<file path="src/rtl/sector_io_pkg.sv">
// Shared types and constants for the sector transfer sequencer.
package sector_io_pkg;

    localparam int unsigned SECTOR_BYTES = 512;
    localparam int unsigned BUF_AW       = 9;
    localparam int unsigned CNT_W        = 10;

    typedef enum logic [2:0] {
        StIdle,
        StReq,
        StRd,
        StWrf,
        StWrd,
        StDone,
        StAck
    } state_e;

    function automatic logic is_last_byte(input logic [CNT_W-1:0] cnt);
        return cnt == CNT_W'(SECTOR_BYTES - 1);
    endfunction

endpackage

</file>
<file path="src/rtl/sector_io_watchdog.sv">
// Loadable down-counter; flags a timeout once it has run down without a reload.
module sector_io_watchdog #(
    parameter logic [23:0] TIMEOUT_CYC = 24'hFFFFFF
) (
    input  logic clk,
    input  logic reset_n,
    input  logic load,
    output logic expired
);

    // Loading TIMEOUT_CYC-1 makes the abort edge land exactly TIMEOUT_CYC cycles after a reload.
    localparam logic [23:0] RELOAD = (TIMEOUT_CYC == 24'd0) ? 24'd0 : TIMEOUT_CYC - 24'd1;

    logic [23:0] count;

    always_ff @(posedge clk or negedge reset_n) begin
        if (!reset_n) begin
            count <= RELOAD;
        end else if (load) begin
            count <= RELOAD;
        end else if (count != 24'd0) begin
            count <= count - 24'd1;
        end
    end

    // A reload in the same cycle wins over expiry.
    assign expired = (count == 24'd0) && !load;

endmodule

</file>
<file path="src/rtl/sector_io_ctrl.sv">
// Sector transfer sequencer: moves one 512-byte block between the target buffer and storage.
module sector_io_ctrl
    import sector_io_pkg::*;
#(
    parameter logic [23:0] TIMEOUT_CYC = 24'hFFFFFF
) (
    input  logic              clk,
    input  logic              reset_n,
    input  logic [31:0]       io_lba,
    input  logic              io_rd,
    input  logic              io_wr,
    output logic              io_ack,
    output logic [BUF_AW-1:0] sd_buff_addr,
    output logic [7:0]        sd_buff_dout,
    output logic              sd_buff_wr,
    input  logic [7:0]        sd_buff_din,
    output logic [31:0]       blk_lba,
    output logic              blk_req,
    output logic              blk_we,
    input  logic              blk_gnt,
    input  logic              blk_done,
    input  logic              blk_err,
    input  logic [7:0]        rx_data,
    input  logic              rx_valid,
    output logic              rx_ready,
    output logic [7:0]        tx_data,
    output logic              tx_valid,
    input  logic              tx_ready,
    output logic              err
);

    state_e           state;
    logic [CNT_W-1:0] cnt;
    logic             rd_q, rd_prev, wr_q, wr_prev;
    logic             rd_edge, wr_edge;
    logic             rx_hs, tx_hs;
    logic             wd_load, wd_expired;
    logic             abort;

    // Edge detection runs off the registered copy, giving one extra cycle of accept latency.
    always_ff @(posedge clk or negedge reset_n) begin
        if (!reset_n) begin
            rd_q    <= 1'b0;
            rd_prev <= 1'b0;
            wr_q    <= 1'b0;
            wr_prev <= 1'b0;
        end else begin
            rd_q    <= io_rd;
            rd_prev <= rd_q;
            wr_q    <= io_wr;
            wr_prev <= wr_q;
        end
    end

    assign rd_edge = rd_q & ~rd_prev;
    assign wr_edge = wr_q & ~wr_prev;
    assign rx_hs   = rx_valid & rx_ready;
    assign tx_hs   = tx_valid & tx_ready;
    assign abort   = (state != StIdle) && (state != StAck) && (blk_err || wd_expired);

    // Reload on every state change and byte handshake; IDLE keeps it permanently armed.
    always_comb begin
        wd_load = 1'b1;
        unique case (state)
            StIdle:  wd_load = 1'b1;
            StReq:   wd_load = blk_gnt;
            StRd:    wd_load = rx_hs;
            StWrf:   wd_load = 1'b1;
            StWrd:   wd_load = tx_hs;
            StDone:  wd_load = blk_done;
            StAck:   wd_load = 1'b1;
            default: wd_load = 1'b1;
        endcase
    end

    sector_io_watchdog #(
        .TIMEOUT_CYC(TIMEOUT_CYC)
    ) u_watchdog (
        .clk    (clk),
        .reset_n(reset_n),
        .load   (wd_load),
        .expired(wd_expired)
    );

    always_ff @(posedge clk or negedge reset_n) begin
        if (!reset_n) begin
            state        <= StIdle;
            cnt          <= '0;
            io_ack       <= 1'b0;
            sd_buff_addr <= '0;
            sd_buff_dout <= '0;
            sd_buff_wr   <= 1'b0;
            blk_lba      <= '0;
            blk_req      <= 1'b0;
            blk_we       <= 1'b0;
            rx_ready     <= 1'b0;
            tx_data      <= '0;
            tx_valid     <= 1'b0;
            err          <= 1'b0;
        end else begin
            io_ack     <= 1'b0;
            sd_buff_wr <= 1'b0;
            if (abort) begin
                state    <= StAck;
                io_ack   <= 1'b1;
                err      <= 1'b1;
                blk_req  <= 1'b0;
                rx_ready <= 1'b0;
                tx_valid <= 1'b0;
            end else begin
                case (state)
                    StIdle: begin
                        if (rd_edge || wr_edge) begin
                            blk_lba      <= io_lba;
                            blk_we       <= ~rd_edge;
                            err          <= 1'b0;
                            cnt          <= '0;
                            sd_buff_addr <= '0;
                            blk_req      <= 1'b1;
                            state        <= StReq;
                        end
                    end
                    StReq: begin
                        if (blk_gnt) begin
                            blk_req <= 1'b0;
                            if (blk_we) begin
                                state <= StWrf;
                            end else begin
                                rx_ready <= 1'b1;
                                state    <= StRd;
                            end
                        end
                    end
                    StRd: begin
                        if (rx_hs) begin
                            sd_buff_addr <= cnt[BUF_AW-1:0];
                            sd_buff_dout <= rx_data;
                            sd_buff_wr   <= 1'b1;
                            cnt          <= cnt + 1'b1;
                            if (is_last_byte(cnt)) begin
                                rx_ready <= 1'b0;
                                state    <= StDone;
                            end
                        end
                    end
                    StWrf: begin
                        // Address for the following byte goes out now so its read data is
                        // ready by the end of the next WRF cycle.
                        tx_data      <= sd_buff_din;
                        sd_buff_addr <= cnt[BUF_AW-1:0] + 1'b1;
                        tx_valid     <= 1'b1;
                        state        <= StWrd;
                    end
                    StWrd: begin
                        if (tx_ready) begin
                            tx_valid <= 1'b0;
                            cnt      <= cnt + 1'b1;
                            state    <= is_last_byte(cnt) ? StDone : StWrf;
                        end
                    end
                    StDone: begin
                        if (blk_done) begin
                            io_ack <= 1'b1;
                            state  <= StAck;
                        end
                    end
                    StAck: begin
                        state <= StIdle;
                    end
                    default: begin
                        state <= StIdle;
                    end
                endcase
            end
        end
    end

endmodule

</file>
<file path="config.mk">
export PLATFORM = sky130hd
export DESIGN_NAME = sector_io_ctrl
export DESIGN_NICKNAME = d
export VERILOG_FILES = /design/src/rtl/sector_io_pkg.sv /design/src/rtl/sector_io_watchdog.sv /design/src/rtl/sector_io_ctrl.sv
export SDC_FILE = /design/constraint.sdc
export NUM_CORES = 1
export LEC_CHECK = 0
export BUFFER_PORTS_ARGS = -buffer_cell sky130_fd_sc_hd__buf_2
export CAP_MARGIN = 10
export CORE_UTILIZATION = 48
export DETAILED_ROUTE_END_ITERATION = 6
export GPL_ROUTABILITY_DRIVEN = 0
export GPL_TIMING_DRIVEN = 0
export PLACE_DENSITY = 0.76
export SYNTH_ARGS = -nofsm -noshare
export SYNTH_HDL_FRONTEND = slang
export SYNTH_SLANG_ARGS = --single-unit
</file>
<file path="constraint.sdc">
create_clock -name clk -period 2.5 [get_ports clk]
set_input_delay 0.5 -clock clk [delete_from_list [all_inputs] [get_ports clk]]
set_output_delay 0.5 -clock clk [all_outputs]
set_load 0.05 [all_outputs]
</file>
==> results.md <==
- Final non-filler cell total: 734
- N_diodes: 0
- Core area: 10200 um^2
- Num CTS Buffers: 9
- Element type at the critical path end: flop
- Final setup vio count: 0
- Clock Tree Buf Depth: 2
- Mapped Cells: 453
- MaxCap Viol Count: 0
- Drc violations: 0
- Final period util: 96.2%
- EDFF count, synth: 0
- Ranking of synthesized cells by area: dfrtp_1 41%, dfstp_2 12%, mux2_2 9.8%, xor2_1 3.1%, nand2_1 2.9%
- Multiplexer share of the synthesized area: 12.6%
- R2R Setup Slk: 0.1 ns
- Critical setup path kind: reg -> reg
- Antenna violations before repair: 0
- Hold Fails Final Rpt: 0
- WL per Instance: 15.0 um
- Critical Path Fanout Max: 8
- CTS tree: yes
- Synth Area in Compound Gates: 11.6%
- Pins Over Slew Limit: 0
- Mapped Area: 5030 um^2
- Area share of the largest cell type after synthesis: 40.8%
- Headroom to the max-slew limit: 48.8%
- IO Pins: 121
- Status: completed
- Startpoint types: flop
- Die height: 104 um
- Pleak: 2.71 nW
- Fin worst setup slack: 0.0962 ns
- DP HPWL: 7890 um
- Fin crit period: 2.40 ns
- Post-Syn Nets: 513
- First-pass GRT wire length: 18600 um
- Sink Count: 105
- Yosys reg bits: 105
- Yosys warnings: 0
- Pwr/cell area: 1220 nW/um^2
- Fin nets: 654
- Xor and xnor area share after synthesis: 4.52%
- Die W: 104 um
- Total track usage: 21.4%
- Pre-CTS setup slack: -0.130 ns
- Top post-synthesis cells by count: 82 x dfrtp_1, 44 x mux2_2, 39 x nand2_1, 23 x dfstp_2, 21 x inv_1
- Post-Synth Simple-Gate Area: 14.4%
- Slew at the pin closest to its max-slew limit: 0.767 ns
- Via count: 3983
- Share of cells above drive strength 1: 40.0%
- Worst Hold Class: in -> async
- Initial DRC count: 167
- Total die area: 10900 um^2
- Row count: 37
- Hold_buf cts: 0
- # port buffers: 120
- Synth cell types: 52
- Starting Density: 49.2%
- Largest net degree at the start of global routing: 63
- Mean post-synth cell area: 11.1 um^2
- Maximum VDD drop: 0.992 mV
- Critical Path RT: 2.77 ns
- Vias in the first global route: 3913
- Area grow syn2layout: 21.7%
- RSZ-0062 raised after global routing: false
- Clock Latency Late Sink: 0.38 ns
- Clock root cell: clkbuf_8
- Clock skew: 0.00816 ns
- Sequential share of the synthesized area: 52.8%
- Dpl cells: 710
- Synth Flop Type: dfrtp_1
- Post-DR vias/cell: 5.43
- Remaining antenna violation count: 0
- Fmax: 0.416 GHz
- Detailed Route WL: 11000 um
- Adder-Cell Fraction of Synth Area: 0.746%
- Ys async rst share: 100%
- Critical path arrival: 2.67 ns
- Total grt overflow: 0
- Fill count: 837
- Combinational family with the most area after synthesis: simple AND/OR/NAND/NOR gates
- Clock transition at the registers of the reported paths: 0.09 ns
- Area leader, netlist: dfrtp_1
- DRT Pass-1 Iters: 4
- Top-count cell post-synth: dfrtp_1
- H-Tree Depth: 3
-- routing by layer --
layer  track usage [%]  routed length, um
met1              27.4               4760
met2              33.9               5300
met3              5.76                734
met4              9.90                234
met5                 0                  0
-- sequential cells by signal, summed over array words and instances (netlist names), 3 cells and up --
register          flops
sd_buff_addr          9
u_watchdog.count     24
state                 3
tx_data               8
cnt                  10
blk_lba              32
sd_buff_dout          8
-- kinds of logic after synthesis --
logic type,Yosys count
AOI/OAI and AO/OA,84
xor gates and xnor gates,26
adders and majority gates,3
buffers and inverters,43
DFF,105
muxes,54
and+or+nand+nor,138
-- final timing paths --
kind                                startpoint                   to  cells past startpoint
setup reg to reg           u_watchdog.count[6]           tx_data[6]                      6
setup / recovery           u_watchdog.count[6]           tx_data[6]                      6
min in group clk                         io_wr                 wr_q                      1
hold reg to reg                           rd_q              rd_prev                      0
max in group asynchronous              reset_n  u_watchdog.count[4]                      2
hold / removal                         reset_n           sd_buff_wr                      1
-- power breakdown --
group          total [W]  switching (W)  leakage [nW]  internal (W)
sequential       0.00254       0.000313          1.27       0.00222
combinational    0.00394        0.00276          1.35       0.00118
clock           0.000988       0.000597        0.0850      0.000391
-- worst max-delay path: stages (launching register included) --
cell,delay [ns]
dfstp_2,0.39
or4_4,0.58
nor4_4,0.41
a41oi_4,0.23
and3_4,0.25
buf_6,0.14
mux2_4,0.30
-- through the flow --
| step | util [%] | TNS (ns) | power [W] | instance area (um^2) | hold WS (ns) |
|---|---|---|---|---|---|
| 2_1_floorplan | - | 0 | 0.00550 | 5030 | 0.204 |
| 3_3_place_gp | 56.7 | -9.10 | 0.00633 | 5800 | 0.353 |
| 3_5_place_dp | 57.0 | -2.24 | 0.00642 | 5830 | 0.358 |
| 4_1_cts | 59.2 | 0 | 0.00747 | 6050 | 0.204 |
| 5_1_grt | 59.9 | 0 | 0.00787 | 6130 | 0.203 |
| 6_report | 59.9 | 0 | 0.00747 | 6130 | 0.183 |
-- placed cells by master, fill, tap and decap left out, types with 3 or more instances in the layout --
master      n
a31oi_1    17
o21ai_0    16
clkbuf_8   10
clkbuf_1   15
dfstp_2    23
nand2b_1    7
mux2_2     44
and3_1      3
nand4_1     8
nor2_1     20
buf_2     119
buf_4      10
inv_1      21
xnor2_1     8
nor3_1     15
ha_1        3
nor2b_1     8
nand3_1    10
nand2_1    39
o22ai_1     7
nor4_1      6
mux2_4      8
a21oi_1    11
and2_1      5
o211ai_1   12
clkbuf_2    5
dfrtp_1    82
xor2_1     18
-- timing repair --
item | 4_1_cts | 5_1_grt
setup endpoints to repair | 42 | 63
gates resized for setup | 7 | 9
buffers inserted | 2 | 7
pin swaps | 2 | 4
-- cell type report --
type	count	area, um^2	area share [%]
multi-input cells	305	2250	36.8
inverters	21	78.8	1.29
clock buffers	10	138	2.25
clock inverters	5	41.3	0.674
flip-flops and latches	105	2660	43.4
plain buffers	22	96.3	1.57
well taps	136	170	2.78
repair buffers	130	691	11.3
(Power assumes the default switching activity.)
